--- config.mk ---
export PLATFORM = sky130hd
export DESIGN_NAME = mem_ctrl
export DESIGN_NICKNAME = d
export VERILOG_FILES = /design/src/rtl/mem_ctrl.sv
export SDC_FILE = /design/constraint.sdc
export NUM_CORES = 1
export LEC_CHECK = 0
export BUFFER_PORTS_ARGS = -buffer_cell sky130_fd_sc_hd__buf_2
export CORE_MARGIN = 4
export CORE_UTILIZATION = 42
export DETAILED_ROUTE_END_ITERATION = 12
export PLACE_DENSITY_LB_ADDON = 0.3
export SETUP_SLACK_MARGIN = 0.15
export SYNTH_ARGS = -nofsm -noshare
export SYNTH_HDL_FRONTEND = slang
export SYNTH_SLANG_ARGS = --single-unit
--- constraint.sdc ---
create_clock -name clk -period 1.85 [get_ports clk]
set_input_delay 0.185 -clock clk [delete_from_list [all_inputs] [get_ports clk]]
set_output_delay 0.185 -clock clk [all_outputs]
set_load 0.05 [all_outputs]
--- src/rtl/mem_ctrl.sv ---
// rtl/mem_ctrl.sv - byte-wide RAM/IO arbiter: dcache bytes with priority over 16-byte icache line bursts.
// Optional MEM_CTRL_PERF_EN adds issue/stall performance counters.
module mem_ctrl (
    input  logic        clk,
    input  logic        rst,
    input  logic        d_get_en,
    input  logic        d_write_mode,
    input  logic [17:0] d_addr,
    input  logic [7:0]  d_data,
    output logic        d_out_en,
    input  logic        i_req,
    input  logic [17:0] i_addr,
    output logic        i_out_en,
    output logic [3:0]  i_offset,
    output logic        i_done,
    output logic [7:0]  out_data,
    input  logic        io_buffer_full,
    input  logic [7:0]  mem_din,
    output logic [7:0]  mem_dout,
    output logic [17:0] mem_a,
    output logic        mem_wr
`ifdef MEM_CTRL_PERF_EN
    ,
    output logic [31:0] perf_d_bytes,
    output logic [31:0] perf_i_bytes,
    output logic [31:0] perf_io_stall
`endif
);

    typedef enum logic {
        IDLE    = 1'b0,
        I_BURST = 1'b1
    } state_t;

    state_t      state, state_next;
    logic [3:0]  cnt, cnt_next;
    logic [13:0] line, line_next;
    logic [3:0]  issue_cnt;
    logic [13:0] issue_line;
    logic        io_block;
    logic        d_grant;
    logic        i_issue;
    logic [3:0]  unused_i_addr_lo;

    assign unused_i_addr_lo = i_addr[3:0];

    // A UART write with the buffer full is held off entirely; the slot is free for the icache.
    assign io_block = d_get_en & d_write_mode & (d_addr[17:16] == 2'b11) & io_buffer_full;
    assign d_grant  = d_get_en & ~io_block;

    always_ff @(posedge clk or posedge rst) begin
        if (rst) begin
            state <= IDLE;
            cnt   <= 4'd0;
            line  <= 14'd0;
        end else begin
            state <= state_next;
            cnt   <= cnt_next;
            line  <= line_next;
        end
    end

    always_comb begin
        state_next = state;
        cnt_next   = cnt;
        line_next  = line;
        issue_cnt  = cnt;
        issue_line = line;
        i_issue    = 1'b0;
        case (state)
            IDLE: begin
                // i_done high means i_req is still the finished line's request.
                if (i_req && !i_done) begin
                    line_next  = i_addr[17:4];
                    issue_line = i_addr[17:4];
                    issue_cnt  = 4'd0;
                    cnt_next   = 4'd0;
                    state_next = I_BURST;
                    if (!d_grant) begin
                        i_issue  = 1'b1;
                        cnt_next = 4'd1;
                    end
                end
            end
            I_BURST: begin
                if (!d_grant) begin
                    i_issue  = 1'b1;
                    cnt_next = cnt + 4'd1;
                    if (cnt == 4'hF) begin
                        state_next = IDLE;
                    end
                end
            end
            default: state_next = IDLE;
        endcase

        mem_a    = 18'd0;
        mem_dout = 8'd0;
        mem_wr   = 1'b0;
        if (d_grant) begin
            mem_a    = d_addr;
            mem_dout = d_data;
            mem_wr   = d_write_mode;
        end else if (i_issue) begin
            mem_a = {issue_line, issue_cnt};
        end
    end

    always_ff @(posedge clk or posedge rst) begin
        if (rst) begin
            d_out_en <= 1'b0;
            i_out_en <= 1'b0;
            i_offset <= 4'd0;
            i_done   <= 1'b0;
        end else begin
            d_out_en <= d_grant;
            i_out_en <= i_issue;
            i_done   <= i_issue && (issue_cnt == 4'hF);
            if (i_issue) begin
                i_offset <= issue_cnt;
            end
        end
    end

    assign out_data = mem_din;

`ifdef MEM_CTRL_PERF_EN
    always_ff @(posedge clk or posedge rst) begin
        if (rst) begin
            perf_d_bytes  <= 32'd0;
            perf_i_bytes  <= 32'd0;
            perf_io_stall <= 32'd0;
        end else begin
            if (d_grant) perf_d_bytes <= perf_d_bytes + 32'd1;
            if (i_issue) perf_i_bytes <= perf_i_bytes + 32'd1;
            if (io_block) perf_io_stall <= perf_io_stall + 32'd1;
        end
    end
`endif

endmodule

==> out/results.txt <==
Outcome - complete, no violations
Pins over their slew limit - 0
Post-synth top cells - dfrtp_1 (26), mux2_2 (26), a22o_1 (18)
Setup Total Neg Slack - 0 ps
Die Ht - 69.4 um
Final critical-path required period - 1800 ps
Hold Slack - 163 ps
CTS Root Cell - clkbuf_8
Initial antenna violation count - 0
Worst path required time - 1660 ps
Worst r2r path cells - 5
Die W - 69.4 um
Slew HR - 63.9%
Hold Crit Class - input pin to flip-flop
Cells taking the most area after synthesis - dfrtp_1 (41%), mux2_2 (18%), a22o_1 (10%)
Ys flop type - dfrtp_1
Setup CP Type - flip-flop to primary output
Syn avg cell area - 11.1 sq um
Arrival @ worst endpoint - 1620 ps
Core Region - 3660 sq um
Routability Congestion - 0.878
Clock Path Buffers - 2
Placed Cells incl. Taps - 260
DR iter-0 viols - 83
Post-synth ARST share - 100%
Dpl ws - 187 ps
Pwr/cell area - 1610 nW/um^2
First-pass GRT wire length - 6780 um
Setup crit start kind - flip-flop
Reg2reg setup slack - 170 ps
Layout cells sized above 1 - 59.1%
Mapped cell area - 1580 sq um
# clock sinks - 26
Number of synthesized flops with an enable pin - 0
Vias in the first global route - 1,543
Most area-hungry cell type in the Yosys netlist - dfrtp_1
Final Non-Filler Cells - 268
Gr usage total - 16.7%
Die Area - 4810 sq um
Antenna cell count - 0
Tcrit/Tclk final - 97.5%
Fin. Hold Viols - 0
Worst hold start - i_addr[4]
Maximum VDD drop - 864 uV
Crit path max fanout - 14
Yosys cell types - 33
Row count - 22
Worst Max-Slew Pin Slew - 542 ps
RR Endpoint - line[7]
Max cap viols - 0
Grt ovf - 0
Worst Hold End - line[0]
Syn. warnings - 0
P_leak - 1.15 nW
Drt pass-1 iters - 4
CP Capture Type - primary output
Top-area cell type share of the netlist area - 41.1%
Syn nets - 201
Vias/cell - 5.35
CTS buffer count - 3
Starting density of the core - 43.2%
FF+latch area - 652 sq um
RR Startpoint - state
Mapped Cells - 142
IO Pins - 100
Highest Clock Rate - 0.554 GHz
Post-route cell area - 2240 sq um
# fillers - 317
Area delta synth->final - 41.5%
Antenna Violating Nets Remaining - 0
H-tree levels - 1
Skew-Pair Late Insertion Delay - 260 ps
Util after Layout - 61.2%
Total number of vias - 1,435
DRC viols - 0
Total routed wirelength - 3930 um
Cells on Worst Hold Path - 2
I/O Buffers - 79
Yosys reg bits - 26
Area occupied by multi-input gates - 811 sq um
Total chip power - 3.60 mW
Drt wl/cell - 14.7 um
Setup repair after global routing missed its margin - true
Post-route setup slack - 45.6 ps
CTS tree - yes
Setup violators final - 0
Dpl hpwl - 2710 um
Area after DPL - 2010 sq um
Layout Nets - 280
Largest net degree at the start of global routing - 27
Worst-path clk slew - 90 ps
Clk_skew - 1.23 ps
Seq/Total Area, Yosys - 41.1%
## placed cells by master (no fill, tap or decap), types with 2 or more instances in the layout
master,count
and4_1,2
buf_2,61
a21oi_4,2
o2111ai_1,3
buf_6,14
a21oi_2,2
mux2_2,26
buf_12,2
clkbuf_8,4
and3_1,10
a31oi_1,2
nand2_1,4
a22o_1,18
a22oi_1,2
a21o_1,2
buf_4,12
inv_1,6
dfrtp_1,25
nor2_1,3
## cell type report
class	instances	area share, %
Clock buffer	4	2.46
Sequential cell	26	29.1
Timing Repair Buffer	91	28.4
Multi-Input combinational cell	92	36.2
Tap cell	48	2.68
Inverter	7	1.17
## sequential cells by signal, summed over array words and instances (netlist names)
| name | flops |
|---|---|
| line | 14 |
| cnt | 4 |
| i_offset | 4 |
| d_out_en | 1 |
| i_done | 1 |
| i_out_en | 1 |
| state | 1 |
## routing by layer
metal  part of all wire (%)  global-route usage [%]  vias up
li1                       -                       -      683
met3                    8.1                    4.78        2
met4                   0.33                    2.17        0
met1                     40                    19.7      692
met5                      0                       0        -
met2                     52                    30.4       58
## worst max-delay path by stage
stage	end	slack [ps]	startpoint	depth (start not counted)
floorplan	mem_a[17]	210	i_done	5
global placement	mem_a[0]	200	state	5
detailed placement	mem_a[0]	190	state	5
CTS	mem_a[6]	60	i_done	5
global route	mem_a[6]	-4	state	5
finish	mem_a[6]	50	state	5
## worst max-delay path: stages, from the launching register on
cell and delay [ps]:
dfrtp_1 440, nor3b_4 270, buf_12 170, a22o_1 150
mux2_2 160, buf_6 150
## cell families after synthesis
kind of cell               Yosys count  synth area share, %
AOI/OAI and AO/OA                   36                 17.9
adders and majority gates            1                0.790
buffers and inverters               24                 9.56
DFF                                 26                 41.1
muxes                               26                 18.5
and+or+nand+nor                     29                 12.1
## power breakdown
| part | internal (mW) | leakage (nW) | switching (mW) |
|---|---|---|---|
| combinational | 0.980 | 0.810 | 1.26 |
| sequential | 0.819 | 0.309 | 0.180 |
| clock | 0.190 | 0.0288 | 0.170 |
## what timing repair did
| action | CTS | global route |
|---|---|---|
| resized for setup | 36 | 1 |
| setup buffers | 1 | 1 |
| hold buffers | 1 | 0 |
| endpoints found under the setup margin | 18 | 18 |
| gates cloned | 1 | 0 |
| hold endpoints to repair | 26 | 0 |
| pin swaps | 1 | 1 |
Power figures use the tool's default switching activity.
